==> src/rtl/vnu_layer_update.sv <==
`default_nettype none
// ============================================================================
// Module   : vnu_layer_update
// Purpose  : Variable-node update for a layered offset min-sum LDPC decoder.
//            Serially loads APP LLRs and old C2V messages for one check row,
//            presents the V2C messages in parallel to the check-node unit,
//            then streams out updated APP LLRs and hard decisions once the
//            new C2V messages return.
// Ports    : clk, rst_n (async, active low)
//            start                          - begin a layer (IDLE only)
//            app_in_valid/app_in_ready      - serial load handshake
//            app_in, c2v_old                - APP LLR and old C2V of column k
//            v2c_out, v2c_valid             - parallel V2C bus to the CNU
//            c2v_valid, c2v_in              - parallel new C2V bus from the CNU
//            app_out_valid/app_out_ready    - serial output handshake
//            app_out, app_out_idx, hard_bit - updated APP beat
//            busy, layer_done               - status
// Revision : 1.0 - initial release
// ============================================================================
module vnu_layer_update #(
   parameter int W     = 5,
   parameter int APP_W = 8,
   parameter int DEG   = 20,
   parameter int IDX_W = 5
) (
   input  logic                 clk,
   input  logic                 rst_n,
   input  logic                 start,
   input  logic                 app_in_valid,
   output logic                 app_in_ready,
   input  logic [APP_W-1:0]     app_in,
   input  logic [W-1:0]         c2v_old,
   output logic [DEG*W-1:0]     v2c_out,
   output logic                 v2c_valid,
   input  logic                 c2v_valid,
   input  logic [DEG*W-1:0]     c2v_in,
   output logic                 app_out_valid,
   input  logic                 app_out_ready,
   output logic [APP_W-1:0]     app_out,
   output logic [IDX_W-1:0]     app_out_idx,
   output logic                 hard_bit,
   output logic                 busy,
   output logic                 layer_done
);

   localparam logic [1:0] c_IDLE  = 2'd0;
   localparam logic [1:0] c_LOAD  = 2'd1;
   localparam logic [1:0] c_WAIT  = 2'd2;
   localparam logic [1:0] c_WRITE = 2'd3;

   localparam logic signed [APP_W:0]   c_APP_MAX = (APP_W+1)'((1 << (APP_W-1)) - 1);
   localparam logic signed [APP_W:0]   c_APP_MIN = -c_APP_MAX;
   localparam logic signed [APP_W-1:0] c_V2C_MAX = APP_W'((1 << (W-1)) - 1);
   localparam logic signed [APP_W-1:0] c_V2C_MIN = -c_V2C_MAX;
   localparam logic [IDX_W-1:0]        c_LAST    = IDX_W'(DEG-1);

   // Symmetric clamps: the most negative code is never produced because the
   // check-node sign-magnitude conversion cannot represent it.
   function automatic logic [APP_W-1:0] sat_app(input logic signed [APP_W:0] x);
      if (x > c_APP_MAX)      return c_APP_MAX[APP_W-1:0];
      else if (x < c_APP_MIN) return c_APP_MIN[APP_W-1:0];
      else                    return x[APP_W-1:0];
   endfunction

   function automatic logic [W-1:0] sat_v2c(input logic signed [APP_W-1:0] x);
      if (x > c_V2C_MAX)      return c_V2C_MAX[W-1:0];
      else if (x < c_V2C_MIN) return c_V2C_MIN[W-1:0];
      else                    return x[W-1:0];
   endfunction

   logic [1:0]        r_state, w_state_nxt;
   logic [IDX_W-1:0]  r_cnt;
   logic [DEG*W-1:0]  r_v2c;
   logic [APP_W-1:0]  r_app_out;
   logic [IDX_W-1:0]  r_app_idx;
   logic              r_layer_done;
   logic [APP_W-1:0]  r_diff [DEG];
   logic [W-1:0]      r_c2v  [DEG];

   logic              w_in_acc, w_out_acc, w_c2v_take, w_last;
   logic signed [APP_W:0] w_diff_full, w_sum;
   logic [APP_W-1:0]  w_diff, w_rd_diff, w_app_nxt;
   logic [W-1:0]      w_v2c, w_rd_c2v;
   logic [IDX_W-1:0]  w_rd_idx;

   assign w_in_acc   = (r_state == c_LOAD)  && app_in_valid;
   assign w_out_acc  = (r_state == c_WRITE) && app_out_ready;
   assign w_c2v_take = (r_state == c_WAIT)  && c2v_valid;
   assign w_last     = (r_cnt == c_LAST);

   // Load path: diff = sat(app - c2v_old) in one extra bit of headroom.
   assign w_diff_full = {app_in[APP_W-1], app_in}
                      - {{(APP_W+1-W){c2v_old[W-1]}}, c2v_old};
   assign w_diff      = sat_app(w_diff_full);
   assign w_v2c       = sat_v2c(w_diff);

   // Output path computes the beat that will be presented after the next
   // edge: column 0 straight off the CNU bus when leaving WAIT, otherwise
   // the column following the one currently shown.
   assign w_rd_idx  = (r_state == c_WAIT || w_last) ? '0 : r_cnt + 1'b1;
   assign w_rd_diff = r_diff[w_rd_idx];
   assign w_rd_c2v  = (r_state == c_WAIT) ? c2v_in[0 +: W] : r_c2v[w_rd_idx];
   assign w_sum     = {w_rd_diff[APP_W-1], w_rd_diff}
                    + {{(APP_W+1-W){w_rd_c2v[W-1]}}, w_rd_c2v};
   assign w_app_nxt = sat_app(w_sum);

   // State register
   always_ff @(posedge clk or negedge rst_n) begin
      if (!rst_n) r_state <= c_IDLE;
      else        r_state <= w_state_nxt;
   end

   // Next-state logic. A start coinciding with the layer_done pulse belongs
   // to the finished layer's cycle and is dropped.
   always_comb begin
      w_state_nxt = r_state;
      case (r_state)
         c_IDLE:  if (start && !r_layer_done) w_state_nxt = c_LOAD;
         c_LOAD:  if (w_in_acc && w_last)     w_state_nxt = c_WAIT;
         c_WAIT:  if (c2v_valid)              w_state_nxt = c_WRITE;
         c_WRITE: if (w_out_acc && w_last)    w_state_nxt = c_IDLE;
         default:                             w_state_nxt = c_IDLE;
      endcase
   end

   // Output decode
   always_comb begin
      app_in_ready  = 1'b0;
      v2c_valid     = 1'b0;
      app_out_valid = 1'b0;
      busy          = (r_state != c_IDLE);
      case (r_state)
         c_LOAD:  app_in_ready  = 1'b1;
         c_WAIT:  v2c_valid     = 1'b1;
         c_WRITE: app_out_valid = 1'b1;
         default: ;
      endcase
   end

   assign v2c_out     = r_v2c;
   assign app_out     = r_app_out;
   assign app_out_idx = r_app_idx;
   assign hard_bit    = r_app_out[APP_W-1];
   assign layer_done  = r_layer_done;

   // Control and output registers
   always_ff @(posedge clk or negedge rst_n) begin
      if (!rst_n) begin
         r_cnt        <= '0;
         r_v2c        <= '0;
         r_app_out    <= '0;
         r_app_idx    <= '0;
         r_layer_done <= 1'b0;
      end else begin
         r_layer_done <= w_out_acc && w_last;
         if (r_state == c_IDLE && start) begin
            r_cnt <= '0;
         end
         if (w_in_acc) begin
            r_v2c[r_cnt*W +: W] <= w_v2c;
            r_cnt <= w_last ? '0 : r_cnt + 1'b1;
         end
         if (w_c2v_take) begin
            r_cnt     <= '0;
            r_app_out <= w_app_nxt;
            r_app_idx <= '0;
         end
         if (w_out_acc) begin
            r_cnt     <= w_rd_idx;
            r_app_out <= w_last ? '0 : w_app_nxt;
            r_app_idx <= w_rd_idx;
         end
      end
   end

   // Layer buffers; contents are don't-care after reset.
   always_ff @(posedge clk) begin
      if (w_in_acc) begin
         r_diff[r_cnt] <= w_diff;
      end
      if (w_c2v_take) begin
         for (int i = 0; i < DEG; i++) begin
            r_c2v[i] <= c2v_in[i*W +: W];
         end
      end
   end

endmodule
`default_nettype wire

==> config.mk <==
export PLATFORM = sky130hd
export DESIGN_NAME = vnu_layer_update
export DESIGN_NICKNAME = d
export VERILOG_FILES = /design/src/rtl/vnu_layer_update.sv
export SDC_FILE = /design/constraint.sdc
export NUM_CORES = 1
export LEC_CHECK = 0
export ABC_AREA = 1
export CAP_MARGIN = 20
export CORE_ASPECT_RATIO = 0.75
export CORE_UTILIZATION = 51
export CTS_BUF_LIST = sky130_fd_sc_hd__clkbuf_4 sky130_fd_sc_hd__clkbuf_8
export DETAILED_ROUTE_END_ITERATION = 8
export PLACE_DENSITY = 0.77
export SLEW_MARGIN = 5
export SYNTH_ARGS = -nofsm -noshare
export SYNTH_HDL_FRONTEND = slang
export SYNTH_SLANG_ARGS = --single-unit
==> constraint.sdc <==
create_clock -name clk -period 4.3 [get_ports clk]
set_clock_uncertainty 0.05 [all_clocks]
set_input_delay 0.86 -clock clk [delete_from_list [all_inputs] [get_ports clk]]
set_output_delay 0.86 -clock clk [all_outputs]
set_load 0.005 [all_outputs]
==> reports/qor.yml, run 1 <==
outcome:
  status: "finished, final reports clean"
power:
  ir_drop_mv: 0.407
  p_per_area_nw_per_um2: 728
  p_leak_nw: 8.54
critical_path:
  required_ns: 4.75
  critical_path.max_fanout: 6
  cp-start-kind: "flop"
  cp.arrival_ns: 4.64
  critPathKind: "flop to flop"
  endpoint_kind: "flop"
  ff2ff_path_depth: 24
placed_design:
  gp_congestion: 0.913
  dp_hpwl_um: 29800
  port_buffers: 237
  pre_cts_ws_ns: -0.0734
floorplan:
  dieArea_um2: 33200
  die_x_um: 210
  rows: 56
  start_util: 0.524
  core_um2: 31600
  die_y_um: 158
  io_pins: 238
run:
  drv_cap: 0
global_route:
  grtUsageTotal: 0.266
  grt_pass1_vias: 12200
  grt_pass1_wl_um: 67600
  antenna_found_initial: 0
  grt_max_degree: 101
  overflow: 0
finish:
  drive_above_1_share: 0.136
  final_util: 0.669
  layout.area.seq_um2: 10800
  nFillCells: 2306
  antennaDiodeCount: 0
  final_common_cell: "nand2_1"
  multiInputGateArea_um2: 5140
  nets: 1971
  layout_common_cells: "311 x nand2_1, 260 x edfxtp_1, 236 x clkdlybuf4s50_1"
  area_delta_synth_final_pct: 27.7
drt:
  vias: 13000
  drc: 0
  drt_first_iter_violations: 1497
  viasPerCell: 5.63
  antenna_left: 0
  wl_per_cell_um: 20.2
  drtPass1Iterations: 5
  wirelength_um: 46600
synth:
  synth_edf_count: 260
  synthesis.area_um2: 16600
  synth_seq_cells: 381
  synth_top_area_share: 0.471
  synthFlopType: "edfxtp_1"
  yosys.area.top_type: "edfxtp_1"
  avgSynthCellArea_um2: 10.9
  synthMuxAreaShare: 0.00136
  synthArstFlopShare: 0.318
  synth-simple-area-share: 0.194
  syn_nets: 1669
  synthDistinctLibCells: 49
  synth_compound_area_frac: 0.0803
  yosys_warnings: 0
  yosys.area_share.adder: 0.0213
  yosysSeqAreaShare: 0.654
  synth_xor_area_frac: 0.00687
  netlist_instances: 1523
  synth_top_family_by_area: "simple AND/OR/NAND/NOR gates"
  yosys-top-cells-area: "edfxtp_1 47%, dfrtp_1 18%, nand2_1 7.0%"
timing:
  layout_setup_ws_ns: 0.109
  worst_pin_slew_ns: 0.979
  drv_slew: 0
  setup_violations: 0
  finalHoldViolCount: 0
  min_period_ns: 4.19
  whs_ns: 0.227
  period_share: 0.975
  fmax_mhz: 239
  relSlewSlack: 0.345
cts:
  cts_sinks: 381
  clk_root_buffer_cell: "clkbuf_8"
  clkTransAtPathRegs_ns: 0.07
  insertion_delay_ns: 0.63
  numCtsBuffers: 58
  htreeDepth: 2
  clk_path_buf_depth: 3
  cts_tree: "done"
worst_hold_path:
  hold_path.class: "primary input to asynchronous set/reset pin"
[path summary, 6_finish.rpt]
check                                            from                    endpoint  slack, ns
max                              r_cnt[1]$_DFFE_PN0P_      app_out[2]$_DFFE_PN0P_       0.11
min                                             rst_n      v2c_out[5]$_DFFE_PN0P_       0.23
max reg2reg                      r_cnt[1]$_DFFE_PN0P_      app_out[2]$_DFFE_PN0P_       0.11
min reg2reg                app_out_idx[2]$_DFFE_PN0P_  app_out_idx[2]$_DFFE_PN0P_       0.44
max in group asynchronous                       rst_n      app_out[1]$_DFFE_PN0P_       3.02
min in group clk           app_out_idx[2]$_DFFE_PN0P_  app_out_idx[2]$_DFFE_PN0P_       0.44
[critical path: stages, from the launching register on]
cell and delay, ns:
dfrtp_2 0.42, ha_4 0.16, inv_1 0.06, o21ai_0 0.17, nand2_1 0.14, nor2_4 0.29, buf_12 0.16, buf_4 0.14
o21ai_0 0.09, o21bai_1 0.17, a21oi_1 0.17, o211ai_1 0.12, o21ai_1 0.15, ha_1 0.34, a21oi_2 0.17, nand2_1 0.12
a21oi_1 0.16, nor2_1 0.05, nor2_1 0.12, xor2_1 0.24, nand2_1 0.12, a21oi_2 0.18, nor2_2 0.09, nand2_1 0.07
nand3_1 0.08
[registers in the layout, indices dropped and copies added, names as in the netlist]
name,flops
v2c_out,100
r_state,2
r_cnt,5
r_diff,160
app_out,8
r_c2v,100
app_out_idx,5
layer_done,1
[Yosys cell counts (2+ instances only)]
| cell type | n |
|---|---|
| a32o_1 | 8 |
| inv_1 | 82 |
| a31oi_1 | 5 |
| buf_4 | 11 |
| nor2_4 | 2 |
| dfrtp_1 | 121 |
| fa_1 | 2 |
| nor2_2 | 10 |
| nand4_2 | 5 |
| inv_2 | 11 |
| nand2_1 | 311 |
| a21boi_1 | 6 |
| mux2_2 | 2 |
| nor3_1 | 5 |
| nand2_4 | 5 |
| nand2_2 | 13 |
| o211ai_1 | 13 |
| or2_2 | 8 |
| o21bai_1 | 16 |
| o21ai_1 | 19 |
| xor2_1 | 7 |
| o21ai_0 | 32 |
| nand3_1 | 187 |
| clkbuf_1 | 9 |
| nand3_2 | 2 |
| a21oi_1 | 111 |
| nand3b_1 | 4 |
| ha_1 | 25 |
| nand4_1 | 6 |
| buf_6 | 3 |
| buf_1 | 5 |
| edfxtp_1 | 260 |
| a22oi_1 | 14 |
| a21oi_2 | 2 |
| buf_2 | 32 |
| nor2_1 | 156 |
[metrics by stage]
step | total power (W) | instance area (um2) | std cells | TNS (ns)
global route | 0.0162 | 21200 | 2306 | -0.697
detailed placement | 0.0114 | 19500 | 2174 | -0.256
CTS | 0.0145 | 20800 | 2281 | 0
floorplan | 0.00908 | 16600 | 1523 | 0
finish | 0.0154 | 21200 | 2306 | 0
global placement | 0.0112 | 19500 | 2174 | 0
[per-layer routing]
layer / wire, um / share of wire / vias to the layer above / global-route usage
li1: - / - / 5890 / -
met1: 19700 / 0.42 / 6290 / 0.394
met2: 21100 / 0.45 / 715 / 0.403
met3: 4950 / 0.11 / 81 / 0.0540
met4: 812 / 0.017 / 0 / 0.0678
met5: 0 / 0 / - / 0
[layout make-up]
| cell class | instances | share of cell area |
|---|---|---|
| flip-flops and latches | 381 | 0.512 |
| clock buffers | 89 | 0.0520 |
| repair buffers | 300 | 0.145 |
| multi-input cells | 990 | 0.243 |
| inverters | 93 | 0.0178 |
| well taps | 435 | 0.0257 |
| clock inverters | 17 | 0.00426 |
| repair inverters | 1 | 0.000414 |
[where the power goes]
group          leakage (nW)  internal, W  switching [W]  total (W)
clock                 0.632      0.00163        0.00141    0.00304
combinational          3.91      0.00295        0.00452    0.00747
sequential             4.00      0.00461       0.000268    0.00488
total                  8.54      0.00919        0.00621     0.0154
[what timing repair did]
action / 4_1_cts / 5_1_grt
endpoints found under the setup margin: 7 / 7
setup buffers: 0 / 16
hold buffers: 0 / 0
cloned: 1 / 9
resized for setup: 1 / 36
pin swaps: 0 / 9
[kinds of logic (layout without fill, tap and decap cells)]
group,count (synthesis),count (layout)
DFF,381,381
buffers and inverters,154,500
adders and majority gates,27,27
muxes,2,2
and+or+nand+nor,720,722
xor gates and xnor gates,10,10
AOI/OAI and AO/OA,229,229
Power figures use the tool's default switching activity.
==> run 2, diff against run 1 <==
--- a/config.mk
+++ b/config.mk
@@ -10,9 +10,9 @@
 export CORE_ASPECT_RATIO = 0.75
 export CORE_UTILIZATION = 51
 export CTS_BUF_LIST = sky130_fd_sc_hd__clkbuf_4 sky130_fd_sc_hd__clkbuf_8
+export CTS_CLUSTER_SIZE = 25
 export DETAILED_ROUTE_END_ITERATION = 8
 export PLACE_DENSITY = 0.77
-export SLEW_MARGIN = 5
 export SYNTH_ARGS = -nofsm -noshare
 export SYNTH_HDL_FRONTEND = slang
 export SYNTH_SLANG_ARGS = --single-unit
==> results of run 2 <==
Same layout as run 1: the final DEF is identical, and so are final timing and power.
